### src/rtl/add_sub_pkg.sv
// Shared definitions for the add/sub flag output stage: flag bit positions,
// op-select encodings, skid buffer state type and the effective-B helper.
package add_sub_pkg;

    localparam int FLAG_Z = 0;
    localparam int FLAG_N = 1;
    localparam int FLAG_C = 2;
    localparam int FLAG_V = 3;
    localparam int FLAG_W = 4;

    localparam logic OPT_ADD = 1'b0;
    localparam logic OPT_SUB = 1'b1;

    typedef enum logic [1:0] {
        BUF_EMPTY = 2'd0,
        BUF_MAIN  = 2'd1,
        BUF_FULL  = 2'd2
    } buf_state_e;

    // Sign bit of the operand actually presented to the adder (B is inverted on SUB)
    function automatic logic eff_b_msb(input logic b_msb, input logic opt);
        logic res;
        case (opt)
            OPT_ADD: res = b_msb;
            OPT_SUB: res = ~b_msb;
            default: res = b_msb;
        endcase
        return res;
    endfunction

endpackage

### src/rtl/add_sub_flag_stage_skid_buf.sv
// Two-entry skid buffer (main + skid register). Upstream ready is a register
// that only drops once both entries hold data, so it never depends
// combinationally on the downstream ready.
module skid_buf
    import add_sub_pkg::*;
#(
    parameter int DW = 36
) (
    input  logic          in_clk,
    input  logic          in_rst_n,
    input  logic          in_valid,
    output logic          out_ready_up,
    input  logic [DW-1:0] in_data,
    output logic          out_valid,
    input  logic          in_ready,
    output logic [DW-1:0] out_data
);

    buf_state_e    r_state;
    logic          r_ready;
    logic          r_valid;
    logic [DW-1:0] r_main;
    logic [DW-1:0] r_skid;

    logic w_accept;
    logic w_deliver;

    assign w_accept  = in_valid & r_ready;
    assign w_deliver = r_valid & in_ready;

    // Buffer state machine: main register always feeds the output, skid catches the overflow beat
    always_ff @(posedge in_clk or negedge in_rst_n) begin
        if (!in_rst_n) begin
            r_state <= BUF_EMPTY;
            r_ready <= 1'b1;
            r_valid <= 1'b0;
            r_main  <= '0;
            r_skid  <= '0;
        end else begin
            case (r_state)
                BUF_EMPTY: begin
                    if (w_accept) begin
                        r_main  <= in_data;
                        r_valid <= 1'b1;
                        r_state <= BUF_MAIN;
                    end
                end
                BUF_MAIN: begin
                    if (w_accept && w_deliver) begin
                        r_main <= in_data;
                    end else if (w_accept) begin
                        r_skid  <= in_data;
                        r_ready <= 1'b0;
                        r_state <= BUF_FULL;
                    end else if (w_deliver) begin
                        r_valid <= 1'b0;
                        r_state <= BUF_EMPTY;
                    end
                end
                BUF_FULL: begin
                    // Upstream is stalled here, so only a delivery can move the state
                    if (w_deliver) begin
                        r_main  <= r_skid;
                        r_ready <= 1'b1;
                        r_state <= BUF_MAIN;
                    end
                end
                default: begin
                    r_valid <= 1'b0;
                    r_ready <= 1'b1;
                    r_state <= BUF_EMPTY;
                end
            endcase
        end
    end

    assign out_ready_up = r_ready;
    assign out_valid    = r_valid;
    assign out_data     = r_main;

endmodule

### src/rtl/add_sub_flag_stage.sv
// Registered output stage after the add/sub datapath: derives Z/N/C/V from
// the raw sum, carry and operand signs, and presents {flags,result} through a
// two-entry skid buffer.
// Optional feature macro: ADD_SUB_STICKY_OVF_EN (sticky overflow register).
module add_sub_flag_stage
    import add_sub_pkg::*;
#(
    parameter int WIDTH = 32
) (
    input  logic               in_clk,
    input  logic               in_rst_n,
    input  logic               in_valid,
    output logic               out_ready_up,
    input  logic [WIDTH-1:0]   in_sum,
    input  logic               in_carry,
    input  logic               in_a_msb,
    input  logic               in_b_msb,
    input  logic               in_opt,
    output logic               out_valid,
    input  logic               in_ready,
    output logic [WIDTH-1:0]   out_result,
    output logic [FLAG_W-1:0]  out_flags,
    output logic               out_sticky_v,
    input  logic               in_clr_sticky
);

    logic [FLAG_W-1:0]       w_flags;
    logic                    w_bx;
    logic                    w_accept;
    logic [FLAG_W+WIDTH-1:0] w_in_data;
    logic [FLAG_W+WIDTH-1:0] w_out_data;

    assign w_bx = eff_b_msb(in_b_msb, in_opt);

    // Condition flags from the incoming beat; overflow when both effective operands share a sign the sum lacks
    always_comb begin
        w_flags         = '0;
        w_flags[FLAG_Z] = (in_sum == '0);
        w_flags[FLAG_N] = in_sum[WIDTH-1];
        w_flags[FLAG_C] = in_carry;
        w_flags[FLAG_V] = (in_a_msb == w_bx) && (in_sum[WIDTH-1] != in_a_msb);
    end

    assign w_in_data = {w_flags, in_sum};
    assign w_accept  = in_valid & out_ready_up;

    skid_buf #(
        .DW (FLAG_W + WIDTH)
    ) u_skid_buf (
        .in_clk       (in_clk),
        .in_rst_n     (in_rst_n),
        .in_valid     (in_valid),
        .out_ready_up (out_ready_up),
        .in_data      (w_in_data),
        .out_valid    (out_valid),
        .in_ready     (in_ready),
        .out_data     (w_out_data)
    );

    assign out_result = w_out_data[WIDTH-1:0];
    assign out_flags  = w_out_data[WIDTH +: FLAG_W];

`ifdef ADD_SUB_STICKY_OVF_EN
    logic r_sticky_v;

    // Sticky overflow: an accepted overflowing beat sets it, and that set outranks a same-cycle clear
    always_ff @(posedge in_clk or negedge in_rst_n) begin
        if (!in_rst_n) begin
            r_sticky_v <= 1'b0;
        end else if (w_accept && w_flags[FLAG_V]) begin
            r_sticky_v <= 1'b1;
        end else if (in_clr_sticky) begin
            r_sticky_v <= 1'b0;
        end
    end

    assign out_sticky_v = r_sticky_v;
`else
    logic w_unused_clr;

    assign w_unused_clr = in_clr_sticky;
    assign out_sticky_v = 1'b0;
`endif

endmodule

### config.mk
export PLATFORM = sky130hd
export DESIGN_NAME = add_sub_flag_stage
export DESIGN_NICKNAME = d
export VERILOG_FILES = /design/src/rtl/add_sub_pkg.sv /design/src/rtl/add_sub_flag_stage_skid_buf.sv /design/src/rtl/add_sub_flag_stage.sv
export SDC_FILE = /design/constraint.sdc
export NUM_CORES = 1
export LEC_CHECK = 0
export ABC_AREA = 1
export CAP_MARGIN = 40
export CORE_UTILIZATION = 40
export CTS_CLUSTER_DIAMETER = 60
export CTS_CLUSTER_SIZE = 10
export DETAILED_ROUTE_END_ITERATION = 8
export PLACE_DENSITY = 0.71
export SYNTH_ARGS = -nofsm -noshare
export SYNTH_HDL_FRONTEND = slang
export SYNTH_HIERARCHICAL = 1
export SYNTH_SLANG_ARGS = --single-unit
### constraint.sdc
create_clock -name in_clk -period 1.3 [get_ports in_clk]
set_input_delay 0.26 -clock in_clk [delete_from_list [all_inputs] [get_ports in_clk]]
set_output_delay 0.26 -clock in_clk [all_outputs]
set_load 0.02 [all_outputs]
======== Yosys cells after proc, flatten, opt, wreduce, memory -nomap -nowiden ========
Cells that the tools add are included.
word-level totals
  memories kept ........................... 0
  flip-flop bits (word level) ............. 76
  word-level logic and storage cells ...... 54
  memory bits (writable) .................. 0
  bits of input ports ..................... 41
  latch bits .............................. 0
  bits in read-only memories .............. 0
operators by class
  $add $sub $neg .......................... 0
  $mul .................................... 0
  muxes and demuxes ....................... 20
  shift operators ......................... 0
  bitwise operators ....................... 7
  eq/ne operators ......................... 12
  div/mod/pow operators ................... 0
  magnitude comparators ................... 0
  reductions and logical operators ........ 10
operator list
  kind                                                  count
  two-way mux 36 bit                                    3
  case mux 36 bit (3 select lines)                      1
  zero test 32 bit                                      1
  AND reduction 4 bit                                   3
  two-way mux 2 bit                                     5
  != test 2 x 1 -> 1 bit (second input constant)        5
  two-way mux 1 bit                                     7
  case mux 1 bit (3 select lines)                       2
  case mux 2 bit (3 select lines)                       1
  inverter 1 bit                                        5
  AND reduction 5 bit                                   1
  != test 2 bit (second input constant)                 2
  != test 3 x 1 -> 1 bit (second input constant)        1
  AND reduction 3 bit                                   1
  nonzero test 3 bit                                    1
  bitwise AND 1 bit                                     2
  equality test 2 x 1 -> 1 bit (second input constant)  1
  equality test 2 bit (second input constant)           1
  logical AND 1 bit                                     2
  zero test 2 bit                                       1
  case mux 1 bit (2 select lines)                       1
  equality test 1 bit                                   1
  != test 1 bit                                         1

======== Depth between registers and ports, before layout ========
  depth in word-level cells ............... 6
  gate-level depth with buffers ........... 9
  gate-level depth less buffers ........... 9

======== Modules after synthesis ========
Netlist, hierarchy kept.
by module, submodules not included
  module              area each (um2)  sequential area each (um2)  times used  cells an instance
  skid_buf            3,438.3          1,903.1                     1           429
  add_sub_flag_stage  161.4            0.0                         1           39

======== Worst setup path before layout ========
OpenSTA, ideal clock, no wires.
  kind .................................... register to register
  start ................................... register u_skid_buf.r_ready (netlist: u_skid_buf/out_ready_up)
  end ..................................... register u_skid_buf.r_main[10] (netlist: u_skid_buf/out_data[10])
  setup slack ............................. -170 ps
  path buffers ............................ 1
  data arrival time ....................... 1,353 ps
  cell stages (with the launch flop) ...... 9
  required time ........................... 1,183 ps
  path through ............................ dfstp_2 -> nand2_1 -> nor2_1 -> nand2_1 -> nand2_2 -> nand2_4 -> buf_6 -> nand2_1 -> nand2_1
between the ends
  word-level cells in the longest chain between the ends .. 4
RTL lines
  what                                      line                               RTL
  from (decl)                               add_sub_flag_stage_skid_buf.sv:20  logic r_ready;
  from (signal assigned)                    add_sub_flag_stage_skid_buf.sv:35  r_ready <= 1'b1;
  from (signal assigned)                    add_sub_flag_stage_skid_buf.sv:53  r_ready <= 1'b0;
  from (signal assigned)                    add_sub_flag_stage_skid_buf.sv:64  r_ready <= 1'b1;
  bitwise AND 1 bit (*)                     add_sub_flag_stage_skid_buf.sv:28  assign w_accept = in_valid & r_ready;
  logical AND 1 bit                         add_sub_flag_stage_skid_buf.sv:49  if (w_accept && w_deliver) begin
  != test 2 x 1 -> 1 bit (no source line)   --
  AND reduction 4 bit (no source line) (*)  --
  to (signal assigned)                      add_sub_flag_stage_skid_buf.sv:43  r_main <= in_data;
  to (signal assigned)                      add_sub_flag_stage_skid_buf.sv:50  r_main <= in_data;
  to (signal assigned)                      add_sub_flag_stage_skid_buf.sv:63  r_main <= r_skid;
  to (decl)                                 add_sub_flag_stage_skid_buf.sv:22  logic [DW-1:0] r_main;
Every way passes the cells marked *; elsewhere a longest branch is shown, timed or not.
A chain may end at the register's enable or synchronous reset.

======== Final worst setup path ========
  start ................................... register u_skid_buf.r_ready (netlist: u_skid_buf/out_ready_up)
  end ..................................... output port out_ready_up
RTL lines
  what       line                      RTL
  to (decl)  add_sub_flag_stage.sv:13  output logic out_ready_up,
No word-level cell between the ends.

==> key figures <==
Outcome
  – Status: complete, but fails checks
  – Failing checks: setup timing

Logic synthesis
  – Mux contribution to synthesized area: 0
  – Largest family of logic cells by synthesized area: simple AND/OR/NAND/NOR gates
  – Post-Synth XOR/XNOR Area: 0.00243
  – Netlist Area Pre-Place: between 3000 and 4000 µm²
  – Async SR Flop Fraction: 1.00
  – Seq/Total Area, Yosys: 0.529
  – Synth warn: 6
  – Syn Area/Cell: about 7.7 µm²
  – Synth top area share: 0.521
  – Synth Area in Adders: 0
  – FF+latch count, synth: 76
  – Synth area leader: dfrtp_1
  – Simple logic cell fraction of the synthesized area: 0.290
  – EDFF count, synth: 0
  – Compound-cell area share of the yosys netlist: 0.0938
  – Post-Syn Nets: between 500 and 600
  – Dominant synthesized flop cell: dfrtp_1
  – Largest cells by area after synthesis: dfrtp_1 52%, nand2_1 17%, nand3_1 5.4%
  – Mapped Cells: between 400 and 500
  – Synth cell types: 22

Layout
  – Filler cells: slightly above 800
  – Seq. cell area: ~1900 µm²
  – N_diodes: 0
  – Layout cell share with drive strength beyond 1: 0.208
  – Fin nets: between 600 and 700
  – Area growth from synthesis to layout: 39.7%
  – Area of the multi-input gates: between 1000 and 1500 µm²

Clock tree
  – Maximum clock path buffer count: 2
  – H-tree Lvls: 3
  – Total CTS buffers: 9
  – Skew-Pair Late Insertion Delay: between 300 and 400 ps
  – Register clock-pin slew on the reported worst setup and hold paths: ~80 ps
  – Root Driver: clkbuf_8
  – CTS Sinks: 76
  – TritonCTS clock tree: built

Detailed routing
  – Pre-antenna DRT Iters: 4
  – DR iter-0 viols: between 150 and 200
  – DR WL met3: ~320 µm
  – DRT antenna net count: 0
  – Uppermost routed layer: met4
  – DRC: 0
  – Avg WL per Cell: between 10 and 15 µm
  – Total Wirelength: 8.92 mm
  – DR vias: 3350
  – Vias per std cell: between 4 and 5
  – M1 WL: just over 4 mm
  – Met2 wire len: ~4.3 mm

STA
  – Period minus WS final: between 1000 and 1500 ps
  – Layout Skew: ~5.0 ps
  – Final Cycle Share: 1.09
  – Final setup TNS: -5110 ps
  – Hold_ws: ~460 ps
  – RSZ-0062 raised after global routing: yes
  – Finish-stage setup viols: 74
  – Slew Limit Fails: 0
  – Post-route setup slack: -112 ps
  – Hold Vio Cnt, Final: 0
  – Achievable clock frequency: 708 MHz

Worst setup path
  – Critical path's top delay family: flip-flops
  – Crit-path slowest cell: dfstp_2
  – Worst reg2reg startpoint: u_skid_buf/out_ready_up
  – CP arrival: between 1000 and 1500 ps
  – Worst setup EP type: output pin
  – Crit path launch type: register
  – WP data required: 1040 ps
  – R2r worst-path depth: 8
  – Worst-path fanout max: 3
  – Worst r2r dst: u_skid_buf/out_data[0]
  – Worst path bufs/invs: 2
  – Critical-path cell list: buf_4, buf_6
  – Slowest stage delay, CP: ~580 ps
  – Worst setup path class: register to output pin
  – R2R Setup Slk: -110 ps

Floorplanning
  – Core ar.: just under 9000 µm²
  – Die Ht: 96.9 µm
  – Die footprint: about 9400 µm²
  – Initial Utilization: 0.413
  – FP Rows: 34
  – I/O pin cnt: 80
  – Die extent in x: just under 100 µm

Hold path
  – Hold Crit Class: primary input to asynchronous set/reset pin

Global routing
  – Vias in the first global route: ~3300
  – GRT Total Usage: 0.200
  – Total gr overflow: 0
  – Initial antenna violation count: 0
  – Pin count of the biggest net entering global routing: 77
  – First-pass GRT wire length: around 15 mm

Place
  – HPWL after DPL: 6.26 mm
  – GPL Wtd Cong: 0.890
  – IO Port Bufs: 77

Pwr
  – Worst vdd ir: about 510 µV
  – LEAKAGE: approximately 2.6 nW
  – Power Density: roughly 1000 nW/µm²

Job
  – Max Cap Violations: 0
## worst register-to-register path, stage by stage, from the launching register on
cell,delay [ps]
dfstp_2,580
nand2_4,80
nor2_2,100
nand2_2,80
nand2_4,120
nand2_4,80
buf_12,150
nand2_1,70
nand2_1,50
## synthesized netlist by cell type, types with 2 or more instances
master / instances
a21oi_1: 28
buf_2: 4
buf_4: 7
buf_6: 3
clkbuf_1: 9
dfrtp_1: 75
inv_1: 40
inv_2: 2
nand2_1: 162
nand2_2: 2
nand3_1: 39
nor2_1: 49
nor2_2: 2
o21ai_0: 38
## through the flow
step	power [mW]	cells	setup WS [ps]	utilization	area, µm²
3_5_place_dp	2.76	681	-329	0.553	4820
5_1_grt	5.11	699	-184	0.576	5030
3_3_place_gp	2.76	681	-328	0.553	4820
4_1_cts	4.98	698	-118	0.586	5110
2_1_floorplan	2.48	468	-108	-	3640
6_report	4.92	699	-112	0.576	5030
## placed cells by master, fill, tap and decap left out, drive strengths merged, types with 15 or more instances in the layout
cell           instances
clkdlybuf4s15         15
clkdlybuf4s50         38
nand2                165
o21ai                 38
a21oi                 28
buf                   64
nand3                 40
dfrtp                 75
nor2                  52
inv                   42
clkbuf                22
## area by class of cell
| class | count | share of cell area |
|---|---|---|
| timing repair buffer | 130 | 0.229 |
| tap | 108 | 0.0269 |
| clock buffer | 10 | 0.0274 |
| clock inverter | 6 | 0.0222 |
| multi-input combinational | 326 | 0.283 |
| sequential | 76 | 0.379 |
| inverter | 43 | 0.0321 |
## how the worst max path moves through the flow
stage / depth (start not counted) / from / endpoint
floorplan: 8 / u_skid_buf/out_ready_up / u_skid_buf/out_data[10]
global placement: 10 / in_sum[3] / u_skid_buf/out_data[32]
detailed placement: 10 / in_sum[1] / u_skid_buf/out_data[32]
CTS: 8 / u_skid_buf/out_ready_up / u_skid_buf/out_data[0]
global route: 8 / u_skid_buf/out_ready_up / u_skid_buf/out_data[18]
finish: 2 / u_skid_buf/out_ready_up / out_ready_up
## power breakdown
part | total (mW) | switching, mW | leakage (nW) | internal, mW
sequential | 2.36 | 0 | 0.722 | 2.36
clock | 2.21 | 0.879 | 0.122 | 1.33
combinational | 0.354 | 0.156 | 1.73 | 0.197
total | 4.92 | 1.04 | 2.57 | 3.89
## per-layer routing
metal  GRT usage  vias to the layer above
met2       0.332                       63
met4      0.0781                        0
met5           0                        -
met1       0.262                     1584
met3      0.0318                       12
li1            -                     1691
## registers in the layout (all words and copies together) (netlist names)
name and flops:
u_skid_buf/r_state 2, u_skid_buf/r_skid 36, u_skid_buf/out_data 36, u_skid_buf/out_valid 1, u_skid_buf/out_ready_up 1
## repair_timing
action	in CTS	in global routing
resized for setup	108	30
pin swaps	0	1
gates cloned	0	0
setup endpoints to repair	111	95
hold buffers	1	0
endpoints found under the hold margin	75	0
buffers inserted	0	1
## cells by family (layout without fill, tap and decap cells)
group	count (synthesis)	count (layout)
AO/OA/AOI/OAI	67	67
flip-flops	76	76
AND/OR/NAND/NOR	257	257
other	1	1
XOR/XNOR	1	1
buffers and inverters	66	189
(Power assumes the default switching activity.)
